--- config.mk ---
export PLATFORM = sky130hd
export DESIGN_NAME = counter_cmd_sequencer
export DESIGN_NICKNAME = d
export VERILOG_FILES = /design/src/rtl/counter_cmd_pkg.sv /design/src/rtl/cmd_fifo.sv /design/src/rtl/counter_cmd_sequencer.sv
export SDC_FILE = /design/constraint.sdc
export NUM_CORES = 1
export LEC_CHECK = 0
export BUFFER_PORTS_ARGS = -buffer_cell sky130_fd_sc_hd__buf_2
export CAP_MARGIN = 10
export CELL_PAD_IN_SITES_DETAIL_PLACEMENT = 0
export CELL_PAD_IN_SITES_GLOBAL_PLACEMENT = 2
export CORE_MARGIN = 2
export CORE_UTILIZATION = 44
export DETAILED_ROUTE_END_ITERATION = 6
export GPL_TIMING_DRIVEN = 0
export PLACE_DENSITY_LB_ADDON = 0.15
export SKIP_LAST_GASP = 1
export SYNTH_ARGS = -nofsm -noshare
export SYNTH_HDL_FRONTEND = slang
export SYNTH_SLANG_ARGS = --single-unit
--- constraint.sdc ---
create_clock -name C -period 7.8 [get_ports C]
set_input_delay 2.34 -clock C [delete_from_list [all_inputs] [get_ports C]]
set_output_delay 2.34 -clock C [all_outputs]
set_load 0.02 [all_outputs]
--- src/rtl/counter_cmd_pkg.sv ---
// Shared definitions for the counter command sequencer: opcodes, FSM
// states, the FIFO entry layout and the opcode-to-strobe decode.
package counter_cmd_pkg;

    localparam logic [2:0] OP_NOP  = 3'd0;
    localparam logic [2:0] OP_LOAD = 3'd1;
    localparam logic [2:0] OP_INC  = 3'd2;
    localparam logic [2:0] OP_DEC  = 3'd3;
    localparam logic [2:0] OP_SHL  = 3'd4;
    localparam logic [2:0] OP_SHR  = 3'd5;

    localparam int ENTRY_W = 11;

    typedef enum logic {
        ST_IDLE = 1'b0,
        ST_RUN  = 1'b1
    } state_t;

    // One queued command; packs to exactly ENTRY_W bits as {op, d, n}.
    typedef struct packed {
        logic [2:0] op;
        logic [3:0] d;
        logic [3:0] n;
    } cmd_t;

    // Strobe vector ordered {L, INC, DEC, SHL, SHR}; NOP and illegal give none.
    function automatic logic [4:0] opStrobes(input logic [2:0] op);
        logic [4:0] s;
        s = 5'b00000;
        case (op)
            OP_LOAD: s = 5'b10000;
            OP_INC:  s = 5'b01000;
            OP_DEC:  s = 5'b00100;
            OP_SHL:  s = 5'b00010;
            OP_SHR:  s = 5'b00001;
            default: s = 5'b00000;
        endcase
        return s;
    endfunction

    function automatic logic isLegalOp(input logic [2:0] op);
        return (op <= OP_SHR);
    endfunction

endpackage

--- src/rtl/cmd_fifo.sv ---
// Synchronous command FIFO. DEPTH must be a power of two so the
// read/write pointers wrap naturally; the occupancy count is one bit wider.
module cmd_fifo
    import counter_cmd_pkg::*;
#(
    parameter int DEPTH = 4
) (
    input  logic                     C,
    input  logic                     R,
    input  logic                     push,
    input  logic                     pop,
    input  logic [ENTRY_W-1:0]       din,
    output logic [ENTRY_W-1:0]       dout,
    output logic                     full,
    output logic                     empty,
    output logic [$clog2(DEPTH):0]   count
);

    localparam int AW = $clog2(DEPTH);

    logic [ENTRY_W-1:0] mem_q [DEPTH];
    logic [AW-1:0]      wrPtr_q;
    logic [AW-1:0]      rdPtr_q;
    logic [AW:0]        count_q;
    logic               doPush;
    logic               doPop;

    assign full   = (count_q == (AW+1)'(DEPTH));
    assign empty  = (count_q == '0);
    assign count  = count_q;
    assign dout   = mem_q[rdPtr_q];
    assign doPush = push && !full;
    assign doPop  = pop && !empty;

    // Storage array; contents need no reset because count gates every read.
    always_ff @(posedge C) begin
        if (doPush && !R) begin
            mem_q[wrPtr_q] <= din;
        end
    end

    // Pointers and occupancy, flushed by reset so a reset always empties the queue.
    always_ff @(posedge C) begin
        if (R) begin
            wrPtr_q <= '0;
            rdPtr_q <= '0;
            count_q <= '0;
        end else begin
            if (doPush) begin
                wrPtr_q <= wrPtr_q + AW'(1);
            end
            if (doPop) begin
                rdPtr_q <= rdPtr_q + AW'(1);
            end
            case ({doPush, doPop})
                2'b10:   count_q <= count_q + (AW+1)'(1);
                2'b01:   count_q <= count_q - (AW+1)'(1);
                default: count_q <= count_q;
            endcase
        end
    end

endmodule

--- src/rtl/counter_cmd_sequencer.sv ---
// Command sequencer in front of the 4-bit counter: pops queued commands and
// replays each one as a run of registered one-hot strobes, so the counter
// never sees two controls in the same cycle.
module counter_cmd_sequencer
    import counter_cmd_pkg::*;
#(
    parameter int DEPTH = 4
) (
    input  logic       C,
    input  logic       R,
    input  logic       CMD_VALID,
    output logic       CMD_READY,
    input  logic [2:0] CMD_OP,
    input  logic [3:0] CMD_D,
    input  logic [3:0] CMD_N,
    input  logic       HOLD,
    output logic       L,
    output logic       INC,
    output logic       DEC,
    output logic       SHL,
    output logic       SHR,
    output logic [3:0] D,
    output logic       BUSY,
    output logic       DONE,
    output logic       ERR
);

    localparam int CW = $clog2(DEPTH) + 1;

    logic               fifoFull;
    logic               fifoEmpty;
    logic [ENTRY_W-1:0] fifoDout;
    logic [CW-1:0]      fifoCount;
    logic               pushEn;
    logic               popEn;
    cmd_t               head;
    cmd_t               pushCmd;

    state_t     state_q, state_d;
    logic [2:0] op_q, op_d;
    logic [3:0] rem_q, rem_d;
    logic [3:0] dat_q, dat_d;
    logic [4:0] stb_q, stb_d;
    logic       done_q, done_d;
    logic       err_q, err_d;
    logic       busy_q, busy_d;
    logic [3:0] nEff;

    assign pushEn    = CMD_VALID && !fifoFull;
    assign CMD_READY = !fifoFull;
    assign pushCmd   = '{op: CMD_OP, d: CMD_D, n: CMD_N};
    assign head      = cmd_t'(fifoDout);

    cmd_fifo #(
        .DEPTH (DEPTH)
    ) uFifo (
        .C     (C),
        .R     (R),
        .push  (pushEn),
        .pop   (popEn),
        .din   (pushCmd),
        .dout  (fifoDout),
        .full  (fifoFull),
        .empty (fifoEmpty),
        .count (fifoCount)
    );

    // Next-state decode: repeat the current strobe, pop the next command, or fall idle; HOLD freezes everything and blanks the strobes.
    always_comb begin
        state_d = state_q;
        op_d    = op_q;
        rem_d   = rem_q;
        dat_d   = dat_q;
        stb_d   = 5'b00000;
        done_d  = 1'b0;
        err_d   = 1'b0;
        popEn   = 1'b0;
        nEff    = 4'd0;
        if (!HOLD) begin
            if (state_q == ST_RUN && rem_q != 4'd0) begin
                rem_d  = rem_q - 4'd1;
                stb_d  = opStrobes(op_q);
                done_d = (rem_q == 4'd1);
            end else if (!fifoEmpty) begin
                popEn   = 1'b1;
                state_d = ST_RUN;
                op_d    = head.op;
                dat_d   = head.d;
                if (!isLegalOp(head.op)) begin
                    rem_d = 4'd0;
                    err_d = 1'b1;
                end else begin
                    nEff   = (head.op == OP_LOAD) ? 4'd0 : head.n;
                    rem_d  = nEff;
                    stb_d  = opStrobes(head.op);
                    done_d = (nEff == 4'd0);
                end
            end else begin
                state_d = ST_IDLE;
                rem_d   = 4'd0;
            end
        end
        busy_d = (state_d == ST_RUN) || pushEn || (fifoCount > CW'(popEn));
    end

    // Register the FSM, repeat counter and every output so the counter sees clean strobes.
    always_ff @(posedge C) begin
        if (R) begin
            state_q <= ST_IDLE;
            op_q    <= OP_NOP;
            rem_q   <= 4'd0;
            dat_q   <= 4'd0;
            stb_q   <= 5'b00000;
            done_q  <= 1'b0;
            err_q   <= 1'b0;
            busy_q  <= 1'b0;
        end else begin
            state_q <= state_d;
            op_q    <= op_d;
            rem_q   <= rem_d;
            dat_q   <= dat_d;
            stb_q   <= stb_d;
            done_q  <= done_d;
            err_q   <= err_d;
            busy_q  <= busy_d;
        end
    end

    assign {L, INC, DEC, SHL, SHR} = stb_q;
    assign D    = dat_q;
    assign DONE = done_q;
    assign ERR  = err_q;
    assign BUSY = busy_q;

endmodule

# ---- Word-level counts from Yosys, hierarchy flattened
# Memories as Yosys holds them, arrays and structs flattened. A register that Yosys moved wholly into a read port is not among the register bits.
# Index checks and enable logic that the tools add are counted.
dict set report classes {
  n_reduce_logical 17
  n_lt_le_gt_ge 2
  add_sub_neg 5
  eq_ne 14
  n_bitwise 3
  muxes 23
}
# cell count
set ops {}
lappend ops {{case mux 5 bit (5 select lines)} 2}
lappend ops {{two-way mux 4 bit} 4}
lappend ops {{equality test 3 bit, second input constant} 5}
lappend ops {{two-way mux 5 bit} 3}
lappend ops {{equality test 3 x 2 -> 1 bit, second input constant} 4}
lappend ops {{two-way mux 1 bit} 11}
lappend ops {{equality test 3 x 1 -> 1 bit, second input constant} 2}
lappend ops {{case mux 3 bit (2 select lines)} 1}
lappend ops {{logical AND 1 bit} 5}
lappend ops {{adder 2 x 1 -> 2 bit, second input constant} 2}
lappend ops {{equality test 4 x 1 -> 1 bit, second input constant} 1}
lappend ops {{logical NOT 4 bit} 1}
lappend ops {{two-way mux 2 bit} 2}
lappend ops {{nonzero test 4 bit} 1}
lappend ops {{OR reduction 4 bit} 1}
lappend ops {{subtractor 4 x 1 -> 4 bit, second input constant} 1}
lappend ops {{adder 3 x 1 -> 3 bit, second input constant} 1}
lappend ops {{> comparator 3 x 1 -> 1 bit} 1}
lappend ops {{less-or-equal comparator 3 bit, second input constant} 1}
lappend ops {{logical NOT 1 bit} 3}
lappend ops {{logical NOT 3 bit} 1}
lappend ops {{inverter 1 bit} 3}
lappend ops {{AND reduction 3 bit} 1}
lappend ops {{subtractor 3 x 1 -> 3 bit, second input constant} 1}
lappend ops {{5 further kinds} 6}
dict set report totals {
  register_bits 27
  ram_bits 44
  mem_count 1
  elab_cells 76
  inputBits 15
}
# name depth width rd rd_clocked_by_memory_dff wr line
set mem_list {}
lappend mem_list {uFifo.mem_q 4 11 1 1 1 cmd_fifo.sv:21} ;# logic [ENTRY_W-1:0] mem_q [DEPTH];

# ---- Logic depth before layout (Yosys ltp)
dict set report depth {
  word_depth 7
  ltp_mapped 12
}

# ---- Cells and area by module
# From an unflattened synthesis, not the netlist that was laid out.
dict set report hier_totals {
  hier_cells 223
  area_unflattened_um2 3069.2
}
# module seq_area_each_um2 cells_each area_per_inst_um2 n_inst
set by_module_without_submodules {}
lappend by_module_without_submodules {cmd_fifo 1501.4 111 2077.0 1}
lappend by_module_without_submodules {counter_cmd_sequencer 400.4 112 992.2 1}

# ---- Least setup slack after synthesis
# Ideal clock, no wire load.
dict set report synth_timing {
  kind {in2reg}
  from {input HOLD}
  to {register uFifo.count_q[2], in the netlist uFifo.count[2]}
  arrival_ns 4.027
  setup_slack_ns 3.702
  setup_time_ns 0.071
  path_stages 10
  n_path_buf 1
  cell_sequence {inv_1 -> o211ai_1 -> clkbuf_1 -> inv_1 -> ha_1 -> inv_1 -> fa_1 -> xor2_1 -> or3_1 -> a21oi_1}
}
dict set report synth_via {
  elab_chain_cells 4
}
# item line
set synth_rtl {}
lappend synth_rtl {{start, declared} counter_cmd_sequencer.sv:16} ;# input logic HOLD,
lappend synth_rtl {{two-way mux 1 bit (*)} counter_cmd_sequencer.sv:79} ;# if (!HOLD) begin
lappend synth_rtl {{logical AND 1 bit (*)} cmd_fifo.sv:33} ;# assign doPop = pop && !empty;
lappend synth_rtl {{equality test 2 x 1 -> 1 bit / equality test 2 bit (equally long branches)} cmd_fifo.sv:55} ;# case ({doPush, doPop})
lappend synth_rtl {{case mux 3 bit (2 select lines) / nonzero test 2 bit (equally long branches)} -}
lappend synth_rtl {{end signal, assigned} cmd_fifo.sv:56} ;# 2'b10: count_q <= count_q + (AW+1)'(1);
lappend synth_rtl {{end signal, assigned} cmd_fifo.sv:57} ;# 2'b01: count_q <= count_q - (AW+1)'(1);
lappend synth_rtl {{end signal, assigned} cmd_fifo.sv:58} ;# default: count_q <= count_q;
lappend synth_rtl {{end, declared} cmd_fifo.sv:24} ;# logic [AW:0] count_q;
# Mark *: on every way between the ends. The rest lies on a longest branch, timed or not.
# A chain may end at the register's enable or synchronous reset.

# ---- Worst setup path after layout
# Same ends and word-level chain as after synthesis.

==> impl_table.tex <==
\begin{tabular}{lr}
\hline
Metric & Value \\
\hline
\multicolumn{2}{l}{\textbf{Run status}} \\
\quad Outcome & finished, final reports clean \\
\multicolumn{2}{l}{\textbf{Place}} \\
\quad Final RePlAce weighted congestion & about 0.7 \\
\quad Number of buffer cells added on primary ports & 26 \\
\quad Detailed Place HPWL & about 3.8 mm \\
\quad Total placed cells including tap cells & 325 \\
\multicolumn{2}{l}{\textbf{STA}} \\
\quad Total setup violations reported at the end of the flow & 0 \\
\quad Max-slew violation total from the final report & 0 \\
\quad Worst Skew & 8.30 ps \\
\quad Fin Setup TNS & 0 ps \\
\quad Fin crit period & between 4000 and 5000 ps \\
\quad Unrepaired setup endpoints after global routing & false \\
\quad Max-Slew Margin vs Limit & 0.571 \\
\quad Final period utilization & 0.541 \\
\quad Final Hold Violating Endpoints & 0 \\
\quad FMAX & approximately 240 MHz \\
\quad Slew at the pin with the worst max-slew slack & $\sim$640 ps \\
\multicolumn{2}{l}{\textbf{Worst setup path}} \\
\quad Register-to-register setup slack & between 4000 and 5000 ps \\
\quad Critical path type & in -> reg \\
\quad Highest fanout seen on the critical path & 10 \\
\quad Maximum cell stage delay along the critical path & 370 ps \\
\quad Critical-path top delay cell & fa\_1 \\
\quad WP data required & between 8000 and 9000 ps \\
\quad Most frequent CP cell & inv\_1 \\
\quad Depth of the worst register-to-register path & 12 \\
\quad Critical R2R Launch & rem\_q[0] \\
\quad Worst setup endpoint & uFifo.count[2] \\
\quad Startpoint type of the worst setup path & input pin \\
\quad Launch point of the critical path & HOLD \\
\quad Cell-by-cell listing of the critical path & buf\_2 -> inv\_1 -> o211ai\_1 -> clkbuf\_1 -> inv\_1 -> ha\_1 -> inv\_1 -> fa\_1 -> xor2\_1 -> or3\_1 -> a21oi\_1 \\
\quad Data arrival time of the critical path & about 4500 ps \\
\quad Critical path capture point type & register \\
\quad Critical R2R Capture & uFifo.count[2] \\
\multicolumn{2}{l}{\textbf{Global route}} \\
\quad Total congestion overflow after global routing & 0 \\
\quad First-pass GRT wire length & approximately 9.1 mm \\
\quad Largest net degree at the start of global routing & 16 \\
\quad Total global-route track usage & 0.168 \\
\quad Number of antenna violations at the first check in global routing & 0 \\
\quad Vias in the first global route & about 1,800 \\
\multicolumn{2}{l}{\textbf{Detailed routing}} \\
\quad Count of nets left with antenna violations after detail routing & 0 \\
\quad Number of design rule violations left after detail routing & 0 \\
\quad Number of iterations in the first detailed-routing pass & 4 \\
\quad Avg Vias per Cell & between 5 and 6 \\
\quad Post-detailed-routing wire length & about 5.6 mm \\
\quad Drt wl/cell & 16.4 microns \\
\quad Overall via count from detail\_route & about 1,800 \\
\quad DRC violation total after the first TritonRoute iteration & $\sim$110 \\
\multicolumn{2}{l}{\textbf{Floorplan}} \\
\quad Site row count & 30 \\
\quad Total die area & between 7000 and 8000 sq um \\
\quad Die span in y & between 80 and 90 microns \\
\quad Die outline width & 86.6 microns \\
\quad Core box area & roughly 6700 sq um \\
\quad Starting density of the core & 0.449 \\
\quad \# IOs & 28 \\
\multicolumn{2}{l}{\textbf{CTS}} \\
\quad Clock transition at path regs & approximately 80 ps \\
\quad Hold-fix buffers at CTS & 0 \\
\quad H-tree depth reported by CTS & 3 \\
\quad Post-CTS setup buffer count & 0 \\
\quad CTS tree & built \\
\quad Master cell of the clock root buffer & clkbuf\_8 \\
\quad Insertion delay to the later sink of the worst-skew pair & 350 ps \\
\quad Post-CTS resize count & 0 \\
\quad Largest buffer count on any clock path & 2 \\
\quad Sinks on the clock net & 73 \\
\quad Number of buffers inserted during clock tree synthesis & 9 \\
\multicolumn{2}{l}{\textbf{Synthesis}} \\
\quad Area of the mapped netlist & roughly 3000 sq um \\
\quad Netlist cell types & 38 \\
\quad Warnings from Yosys & 0 \\
\quad Post-synth ARST share & 0 \\
\quad EDFF count, synth & 44 \\
\quad Number of nets in the synthesized netlist & 243 \\
\quad Flop and latch count out of synthesis & 73 \\
\quad Dominant synthesized flop cell & edfxtp\_1 \\
\quad Synthesized netlist cell count & 219 \\
\quad Post-Syn Area per Cell & roughly 14 sq um \\
\quad Sequential area share after synthesis & 0.633 \\
\multicolumn{2}{l}{\textbf{Finish}} \\
\quad Total inserted antenna cells & 0 \\
\quad Total Nets Final & 280 \\
\quad Syn-to-layout area delta & 13.8\% \\
\quad Post-Layout Cell Count & 341 \\
\quad Fill cell instance count of the final layout & approximately 620 \\
\quad Layout cell share with drive strength beyond 1 & 0.192 \\
\multicolumn{2}{l}{\textbf{Power}} \\
\quad Static leakage & about 1.2 nW \\
\quad Highest ir drop seen on vdd & approximately 0.14 mV \\
\quad P per Cell Area & a little over 300 nW/um\^{}2 \\
\multicolumn{2}{l}{\textbf{Flow run}} \\
\quad Max-Cap Viols & 0 \\
\multicolumn{2}{l}{\textbf{Min path}} \\
\quad Type of the most critical hold path & reg -> reg \\
\hline
\end{tabular}
## metal layers
metal  routed length [microns]  up-vias  global-route usage
li1                          -      898                   -
met1                      2690      878               0.227
met2                      2610       37               0.263
met3                       191       10              0.0333
met4                       102        0              0.0810
met5                         0        -                   0
## cell type report
type                            count  area [sq um]  area share
Tap cell                           80           100      0.0293
Clock inverter                      7          61.3      0.0179
Timing Repair Buffer               26           130      0.0381
Buffer                              7          41.3      0.0121
Multi-Input combinational cell    123          1000       0.292
Clock buffer                        9           124      0.0362
Sequential cell                    73          1900       0.556
Inverter                           16          60.1      0.0176
## through the flow
| stage | util | area [sq um] | hold WS [ps] | worst slack (ps) | power [mW] |
|---|---|---|---|---|---|
| 2_1_floorplan | - | 3000 | 422 | 3700 | 0.708 |
| 3_3_place_gp | 0.484 | 3230 | 442 | 3240 | 0.786 |
| 3_5_place_dp | 0.484 | 3230 | 446 | 3210 | 0.787 |
| 4_1_cts | 0.512 | 3420 | 458 | 3570 | 1.06 |
| 5_1_grt | 0.512 | 3420 | 490 | 3380 | 1.12 |
| 6_report | 0.512 | 3420 | 456 | 3580 | 1.05 |
## cells in the mapped netlist, drive strengths merged (2+ instances only)
master | n | share of area
inv | 15 | 0.019
a31oi | 2 | 0.0042
nand2 | 21 | 0.026
nand3 | 3 | 0.0050
edfxtp | 44 | 0.44
nand4 | 5 | 0.010
and2 | 4 | 0.0083
o21ai | 4 | 0.0067
nor2 | 12 | 0.015
clkbuf | 5 | 0.0063
xnor2 | 3 | 0.0088
ha | 8 | 0.033
a221oi | 3 | 0.0088
nor3 | 5 | 0.0083
dfxtp | 29 | 0.19
xor2 | 2 | 0.0058
a21oi | 17 | 0.028
buf | 2 | 0.0075
or4 | 2 | 0.0050
nand4b | 3 | 0.0088
mux4 | 11 | 0.094
or3b | 3 | 0.0088
o32ai | 2 | 0.0083
or3 | 3 | 0.0063
## logic make-up after synthesis
kind of cell | synth area share
XOR/XNOR | 0.0146
adder cells (fa/ha/maj) | 0.0400
AO/OA/AOI/OAI | 0.0717
multiplexers | 0.0937
buffers and inverters | 0.0337
AND/OR/NAND/NOR | 0.113
flip-flops | 0.633
## report_power, final
part | internal, mW | switching, mW | leakage, nW
Clock | 0.121 | 0.156 | 0.0884
Combinational | 0.119 | 0.169 | 0.479
Sequential | 0.455 | 0.0298 | 0.636
Total | 0.695 | 0.355 | 1.20
## sequential cells by signal, summed over array words and instances, names as in the netlist, named ones only
register	count
BUSY	1
D	4
DONE	1
ERR	1
op_q	3
rem_q	4
state_q	1
stb_q	5
uFifo.count	3
uFifo.mem_q	44
uFifo.rdPtr_q	2
uFifo.wrPtr_q	2
## worst min path at each step
stage                     startpoint  endpoint  slack [ps]  depth (start not counted)
final                           D[3]      D[3]         460                          2
after global routing            D[0]      D[0]         490                          2
after detailed placement        D[3]      D[3]         450                          2
after global placement          D[3]      D[3]         440                          2
after floorplan              op_q[2]  stb_q[4]         420                          1
after CTS                       D[3]      D[3]         460                          2
## placed cells by master, fill, tap and decap left out, drive strengths merged, types with 8 or more instances in the layout
cell / count
a21oi: 17
buf: 28
clkbuf: 14
dfxtp: 29
edfxtp: 44
ha: 8
inv: 18
mux4: 11
nand2: 21
nor2: 12
## worst max-delay path: cells and delay by family
family / cells / cell delay [ps]
buffers and inverters: 5 / 790
xor gates and xnor gates: 1 / 160
and+or+nand+nor: 1 / 300
AOI/OAI and AO/OA: 2 / 350
adders and majority gates: 2 / 550
Power figures use the tool's default switching activity.
